**config.mk**
```make
export PLATFORM = sky130hd
export DESIGN_NAME = arp_rx_parser
export DESIGN_NICKNAME = d
export VERILOG_FILES = /design/src/rtl/eth_pkt_pkg.sv /design/src/rtl/arp_rx_parser.sv
export SDC_FILE = /design/constraint.sdc
export NUM_CORES = 1
export LEC_CHECK = 0
export BUFFER_PORTS_ARGS = -buffer_cell sky130_fd_sc_hd__buf_2
export CORE_UTILIZATION = 50
export CTS_CLUSTER_SIZE = 16
export DETAILED_ROUTE_END_ITERATION = 10
export GPL_TIMING_DRIVEN = 0
export PLACE_DENSITY = 0.79
export SYNTH_ARGS = -nofsm -noshare
export SYNTH_HDL_FRONTEND = slang
export SYNTH_SLANG_ARGS = --single-unit
```
**constraint.sdc**
```tcl
create_clock -name clk -period 6.7 [get_ports clk]
set_input_delay 0.335 -clock clk [delete_from_list [all_inputs] [get_ports clk]]
set_output_delay 0.335 -clock clk [all_outputs]
set_load 0.05 [all_outputs]
```
**src/rtl/eth_pkt_pkg.sv**
```systemverilog
// Ethernet/ARP constants, byte offsets and FSM state type for the ARP RX parser.
// Offsets are byte indices from the first byte of the Ethernet destination MAC.
package eth_pkt_pkg;

  localparam logic [15:0] ETH_TYPE_ARP   = 16'h0806;
  localparam logic [15:0] ARP_HTYPE_ETH  = 16'h0001;
  localparam logic [15:0] ARP_PTYPE_IPV4 = 16'h0800;
  localparam logic [15:0] ARP_OPER_REQ   = 16'd1;
  localparam logic [15:0] ARP_OPER_REPLY = 16'd2;
  localparam logic [7:0]  ARP_HLEN_ETH   = 8'd6;
  localparam logic [7:0]  ARP_PLEN_IPV4  = 8'd4;

  localparam logic [5:0] DMAC_OFF  = 6'd0;
  localparam logic [5:0] ETYPE_OFF = 6'd12;
  localparam logic [5:0] HTYPE_OFF = 6'd14;
  localparam logic [5:0] PTYPE_OFF = 6'd16;
  localparam logic [5:0] HLEN_OFF  = 6'd18;
  localparam logic [5:0] PLEN_OFF  = 6'd19;
  localparam logic [5:0] OPER_OFF  = 6'd20;
  localparam logic [5:0] SHA_OFF   = 6'd22;
  localparam logic [5:0] SPA_OFF   = 6'd28;
  localparam logic [5:0] THA_OFF   = 6'd32;
  localparam logic [5:0] TPA_OFF   = 6'd38;

  typedef enum logic [1:0] {IDLE, HDR, DROP, DONE} arp_rx_state_t;

  // Byte i of a MAC address, MSB first (i=0 is bits 47:40).
  function automatic logic [7:0] mac_byte(input logic [47:0] mac, input logic [2:0] i);
    case (i)
      3'd0:    mac_byte = mac[47:40];
      3'd1:    mac_byte = mac[39:32];
      3'd2:    mac_byte = mac[31:24];
      3'd3:    mac_byte = mac[23:16];
      3'd4:    mac_byte = mac[15:8];
      3'd5:    mac_byte = mac[7:0];
      default: mac_byte = 8'h00;
    endcase
  endfunction

  // Byte i of an IPv4 address, MSB first.
  function automatic logic [7:0] ip_byte(input logic [31:0] ip, input logic [1:0] i);
    case (i)
      2'd0:    ip_byte = ip[31:24];
      2'd1:    ip_byte = ip[23:16];
      2'd2:    ip_byte = ip[15:8];
      default: ip_byte = ip[7:0];
    endcase
  endfunction

endpackage

```
**src/rtl/arp_rx_parser.sv**
```systemverilog
// ARP receive parser. Checks Ethernet/ARP header fields in flight by byte
// index, captures sender MAC/IP, and one cycle after the last byte pulses
// either arp_rx_valid (accepted, outputs updated) or arp_drop (rejected).
//
// Ports:
//   clk, rst_n              clock, async active-low reset
//   local_mac, local_ip     this node's addresses (quasi-static)
//   rx_data/valid/last/err  received byte stream, no backpressure
//   arp_src_mac/ip          sender addresses of the last accepted frame
//   arp_rx_valid            accept strobe; arp_is_request valid with it
//   arp_drop                reject strobe
// Optional (macro ARP_RX_STATS_EN): stat_clr input, stat_accept_cnt and
// stat_drop_cnt 16-bit wrapping counters of the two strobes.
module arp_rx_parser
  import eth_pkt_pkg::*;
#(
  parameter bit CHECK_TPA = 1'b1,
  parameter int MIN_LEN   = 42
) (
  input  logic        clk,
  input  logic        rst_n,
  input  logic [47:0] local_mac,
  input  logic [31:0] local_ip,
  input  logic [7:0]  rx_data,
  input  logic        rx_valid,
  input  logic        rx_last,
  input  logic        rx_err,
`ifdef ARP_RX_STATS_EN
  input  logic        stat_clr,
  output logic [15:0] stat_accept_cnt,
  output logic [15:0] stat_drop_cnt,
`endif
  output logic [47:0] arp_src_mac,
  output logic [31:0] arp_src_ip,
  output logic        arp_rx_valid,
  output logic        arp_is_request,
  output logic        arp_drop
);

  arp_rx_state_t state_q, state_d;
  logic [5:0]  cnt_q, cnt_d;
  logic        bc_q, bc_d, uc_q, uc_d;   // dest MAC still matches broadcast / local
  logic [47:0] sha_q, sha_d;
  logic [31:0] spa_q, spa_d;
  logic        req_q, req_d;
  logic [47:0] mac_q;
  logic [31:0] ip_q;
  logic        vld_q, isreq_q, drop_q;
  logic [5:0]  idx;
  logic        fail, last_beat, accept;

  assign idx = cnt_q;

  // Per-byte field check for the byte currently on rx_data.
  always_comb begin
    fail = 1'b0;
    bc_d = bc_q;
    uc_d = uc_q;
    if (idx <= DMAC_OFF + 6'd5) begin
      // Track both candidate addresses so a mix of ff and local bytes fails.
      bc_d = (idx == DMAC_OFF || bc_q) && rx_data == 8'hff;
      uc_d = (idx == DMAC_OFF || uc_q) && rx_data == mac_byte(local_mac, 3'(idx - DMAC_OFF));
      fail = !bc_d && !uc_d;
    end
    case (idx)
      ETYPE_OFF:         fail = rx_data != ETH_TYPE_ARP[15:8];
      ETYPE_OFF + 6'd1:  fail = rx_data != ETH_TYPE_ARP[7:0];
      HTYPE_OFF:         fail = rx_data != ARP_HTYPE_ETH[15:8];
      HTYPE_OFF + 6'd1:  fail = rx_data != ARP_HTYPE_ETH[7:0];
      PTYPE_OFF:         fail = rx_data != ARP_PTYPE_IPV4[15:8];
      PTYPE_OFF + 6'd1:  fail = rx_data != ARP_PTYPE_IPV4[7:0];
      HLEN_OFF:          fail = rx_data != ARP_HLEN_ETH;
      PLEN_OFF:          fail = rx_data != ARP_PLEN_IPV4;
      OPER_OFF:          fail = rx_data != ARP_OPER_REQ[15:8];
      OPER_OFF + 6'd1:   fail = rx_data != ARP_OPER_REQ[7:0] && rx_data != ARP_OPER_REPLY[7:0];
      default: ;
    endcase
    if (CHECK_TPA && idx >= TPA_OFF && idx <= TPA_OFF + 6'd3)
      fail = rx_data != ip_byte(local_ip, 2'(idx - TPA_OFF));
  end

  // Counter and shadow captures. Shadows only load at indices 22-31, so a
  // following frame cannot disturb them before its own accept.
  always_comb begin
    cnt_d = cnt_q;
    sha_d = sha_q;
    spa_d = spa_q;
    req_d = req_q;
    if (rx_valid) begin
      if (rx_last)              cnt_d = '0;
      else if (cnt_q != 6'h3f)  cnt_d = cnt_q + 6'd1;
      if (idx >= SHA_OFF && idx < SPA_OFF) sha_d = {sha_q[39:0], rx_data};
      if (idx >= SPA_OFF && idx < THA_OFF) spa_d = {spa_q[23:0], rx_data};
      if (idx == OPER_OFF + 6'd1)          req_d = rx_data == ARP_OPER_REQ[7:0];
    end
  end

  always_comb begin
    state_d = state_q;
    case (state_q)
      IDLE, DONE: if (rx_valid) state_d = rx_last ? DONE : (fail ? DROP : HDR);
      HDR:        if (rx_valid) state_d = rx_last ? DONE : (fail ? DROP : HDR);
      DROP:       if (rx_valid && rx_last) state_d = DONE;
      default:    state_d = IDLE;
    endcase
    if (state_d == DONE && !(rx_valid && rx_last)) state_d = IDLE;
  end

  // Verdict is formed on the last beat and registered, so the strobe lands in
  // the DONE cycle. A runt's last index is below MIN_LEN-1 (counter is 0 when
  // the last beat arrives in IDLE/DONE).
  assign last_beat = rx_valid && rx_last;
  assign accept    = last_beat && state_q != DROP && !fail && !rx_err &&
                     int'(cnt_q) >= MIN_LEN - 1;

  always_ff @(posedge clk or negedge rst_n) begin
    if (!rst_n) begin
      state_q <= IDLE;
      cnt_q   <= '0;
      bc_q    <= 1'b0;
      uc_q    <= 1'b0;
      sha_q   <= '0;
      spa_q   <= '0;
      req_q   <= 1'b0;
      mac_q   <= '0;
      ip_q    <= '0;
      vld_q   <= 1'b0;
      isreq_q <= 1'b0;
      drop_q  <= 1'b0;
    end else begin
      state_q <= state_d;
      cnt_q   <= cnt_d;
      if (rx_valid) begin
        bc_q <= bc_d;
        uc_q <= uc_d;
      end
      sha_q   <= sha_d;
      spa_q   <= spa_d;
      req_q   <= req_d;
      vld_q   <= accept;
      isreq_q <= accept && req_q;
      drop_q  <= last_beat && !accept;
      if (accept) begin
        mac_q <= sha_q;
        ip_q  <= spa_q;
      end
    end
  end

  assign arp_src_mac    = mac_q;
  assign arp_src_ip     = ip_q;
  assign arp_rx_valid   = vld_q;
  assign arp_is_request = isreq_q;
  assign arp_drop       = drop_q;

`ifdef ARP_RX_STATS_EN
  logic [15:0] acc_cnt_q, drp_cnt_q;
  always_ff @(posedge clk or negedge rst_n) begin
    if (!rst_n) begin
      acc_cnt_q <= '0;
      drp_cnt_q <= '0;
    end else if (stat_clr) begin
      acc_cnt_q <= '0;
      drp_cnt_q <= '0;
    end else begin
      if (vld_q)  acc_cnt_q <= acc_cnt_q + 16'd1;
      if (drop_q) drp_cnt_q <= drp_cnt_q + 16'd1;
    end
  end
  assign stat_accept_cnt = acc_cnt_q;
  assign stat_drop_cnt   = drp_cnt_q;
`endif

endmodule

```
==> results.py <==
metrics = {
    "power_and_ir_drop": {
        "p_per_area_nw_per_um2": 233,
        "leakagePower_uw": 0.00501,
        "ir_worst_vdd_mv": 0.175,
    },
    "sta": {
        "setup_tns_ps": 0,
        "setup_viol": 0,
        "finalHoldViolCount": 0,
        "tightest_slew_ps": 1030,
        "slew_viol_final": 0,
        "final.period_utilization_pct": 63.5,
        "layout_min_cycle_time_ps": 4250,
        "relSlewSlack_pct": 30.5,
        "grt_setup_unrepaired": "no",
        "fmax_mhz": 235,
        "skew_ps": 7.72,
        "whs_ps": 230,
    },
    "synthesis": {
        "synthFlopType": "dfrtp_1",
        "seq_area_frac_synth_pct": 55.7,
        "yosysUniqueCellTypes": 60,
        "yosys_register_bits": 174,
        "synth_async_sr_flop_share_pct": 100,
        "synthMuxAreaShare_pct": 24.2,
        "yosys.area.top_type_share_pct": 55.7,
        "syn_nets": 686,
        "synthSimpleGateAreaFrac_pct": 6.29,
        "netlist_instances": 586,
        "yosysTopAreaCell": "dfrtp_1",
        "synth_edf_count": 0,
        "synth_top_family_by_area": "multiplexers",
        "netlist_area_sq_um": 7810,
        "synth_compound_area_share_pct": 7.62,
        "synth.area.top_cells": "dfrtp_1 (56%), mux2_2 (12%), mux2_1 (12%)",
        "synth_fa_ha_area_share_pct": 1.12,
        "yosys_warnings": 0,
        "syn_avg_cell_area_sq_um": 13.3,
        "synth_xor_area_share_pct": 1.68,
    },
    "detailed_routing": {
        "avgRoutedWirePerCell_um": 18.7,
        "firstDrtPassIters": 6,
        "wirelength_mm": 18.3,
        "vias": 5484,
        "drc": 0,
        "drtIter0Drc": 402,
        "via_per_inst": 5.62,
        "drtAntennaViolNets": 0,
    },
    "grt": {
        "grt_pass1_vias": 5706,
        "antenna_found_initial": 0,
        "grt_max_degree": 104,
        "overflow": 0,
        "grt_pass1_wl_mm": 29.8,
        "grt_use_total_pct": 24.1,
    },
    "placement": {
        "dp.cells": 944,
        "gp_congestion": 0.893,
        "port-buffer-count": 169,
        "dp_hpwl_mm": 13.6,
    },
    "cts": {
        "clockBufferDepth": 2,
        "cts_buffers": 17,
        "cts_max_level": 4,
        "path_clk_slew_ps": 60,
        "clock_sinks": 174,
        "clock_latency_ps": 420,
        "cts_setup_buffers": 0,
        "cts_tree": "yes",
        "cts-root-buf": "clkbuf_16",
    },
    "die": {
        "core_sq_um": 15200,
        "die_area_sq_um": 16100,
        "die_y_um": 127,
        "rows": 45,
        "fp.dieW_um": 127,
        "ios": 176,
        "start_util_pct": 51.4,
    },
    "layout": {
        "fin_cells": 976,
        "layout_common_cells": "dfrtp_1 (174), buf_2 (173), mux2_2 (85), mux2_1 (81), clkbuf_1 (27)",
        "nNetsFinal": 876,
        "final_common_cell": "dfrtp_1",
        "insertedDiodeCount": 0,
        "fillCellCount": 1182,
        "area_delta_synth_final_pct": 21.6,
        "drive_gt1_share_pct": 38.2,
    },
    "hold_path": {
        "min_path_cells": 3,
        "hp-class": "input pin to flop",
    },
    "outcome": {
        "status": "finished, final reports clean",
    },
    "worst_setup_path": {
        "reg2reg_depth": 15,
        "required_ps": 6990,
        "worstSetupPathType": "flop to flop",
        "crit_arrival_ps": 4540,
        "path_max_fanout": 10,
        "startpoint_type": "flop",
        "cp-end-kind": "flop",
    },
    "job": {
        "maxCapViolations": 0,
    },
}
==> where the power goes <==
group	total, uW	leakage, uW	internal (uW)	switching, uW
Clock	928	0.000264	543	386
Sequential	1060	0.00242	1060	5.86
Combinational	227	0.00233	92.0	135
==> metrics by stage <==
| stage | total power [uW] | util, % | setup slack, ps | cell area, sq um |
|---|---|---|---|---|
| 2_1_floorplan | 1220 | - | 3440 | 7820 |
| 3_3_place_gp | 1300 | 58.5 | 2630 | 8900 |
| 3_5_place_dp | 1310 | 58.8 | 2560 | 8930 |
| 4_1_cts | 2240 | 62.5 | 2520 | 9500 |
| 5_1_grt | 2300 | 62.5 | 1960 | 9500 |
| 6_report | 2220 | 62.5 | 2450 | 9500 |
==> final timing paths <==
path | startpoint | endpoint | slack [ps]
max | cnt_q[1]$_DFFE_PN0P_ | arp_src_mac[30]$_DFFE_PN0P_ | 2450
min | rx_valid | arp_drop$_DFF_PN0_ | 230
max reg2reg | cnt_q[1]$_DFFE_PN0P_ | arp_src_mac[30]$_DFFE_PN0P_ | 2450
min reg2reg | arp_src_ip[2]$_DFFE_PN0P_ | arp_src_ip[2]$_DFFE_PN0P_ | 480
max in group asynchronous | rst_n | sha_q[20]$_DFFE_PN0P_ | 5380
min in group asynchronous | rst_n | arp_src_ip[20]$_DFFE_PN0P_ | 460
==> worst max-delay path, cell delays in order, from the launching register on <==
cell and delay (ps):
dfrtp_1 450, clkbuf_1 380, inv_1 170, ha_1 220
clkbuf_1 170, clkbuf_1 290, a22oi_1 230, o22ai_1 100
a21oi_1 210, xnor2_1 90, a2111oi_0 510, nand4b_1 310
a21oi_2 240, buf_6 200, buf_6 180, mux2_1 340
==> kinds of logic after synthesis <==
logic type | Yosys count
muxes | 168
AOI/OAI and AO/OA | 81
and+or+nand+nor | 88
xor gates and xnor gates | 15
buffers and inverters | 53
DFF | 174
adders and majority gates | 7
==> synthesized netlist by cell type, types with 2 or more instances <==
cell       instances
nand3_1            9
nand2b_1           7
o2bb2ai_1          2
buf_6              8
clkbuf_1          23
dfrtp_1          174
a221oi_1           2
mux2i_1            2
nor3_1             6
xnor2_1           14
a211oi_1           3
and3b_1            2
buf_1              5
mux2_1            81
nor2_1             8
and4_1             2
a21o_1             2
and3_1             2
a2111oi_0          2
nand4_1            3
o22ai_1            5
and2_1             3
nand4b_1           3
mux2_2            85
nand2_1           20
inv_1             11
nor2b_1           11
a21oi_1           18
a22oi_1            7
o21ai_1            2
buf_2              5
ha_1               7
nor4_1             4
o21ai_0            8
a32oi_1            6
a222oi_1          10
==> metal layers <==
| layer | vias up | GRT usage (%) | routed length [um] |
|---|---|---|---|
| met2 | 185 | 40.0 | 9060 |
| met3 | 21 | 5.03 | 886 |
| met4 | 0 | 7.21 | 264 |
| met5 | - | 0 | 0 |
| met1 | 2754 | 32.0 | 8070 |
| li1 | 2524 | - | - |
==> timing repair <==
action | CTS | global route
endpoints found under the setup margin | 0 | 0
gates resized for setup | 0 | 0
endpoints found under the hold margin | 71 | 0
hold buffers | 1 | 0
==> layout make-up <==
type                    count  area [sq um]  share of cell area, %
clock buffers              24           482                   5.07
repair buffers            171           893                   9.40
well taps                 188           235                   2.47
multi-input cells         359          3200                   33.6
clock inverters             7          78.8                  0.829
plain buffers              41           220                   2.32
flip-flops and latches    174          4350                   45.8
inverters                  12          45.0                  0.474
==> state kept, by name (all words and copies together) (netlist names), 2 cells and up <==
name / cells
arp_src_mac: 48
spa_q: 32
arp_src_ip: 32
state_q: 2
cnt_q: 6
sha_q: 48
No activity file was read; power rests on OpenSTA's default activity.
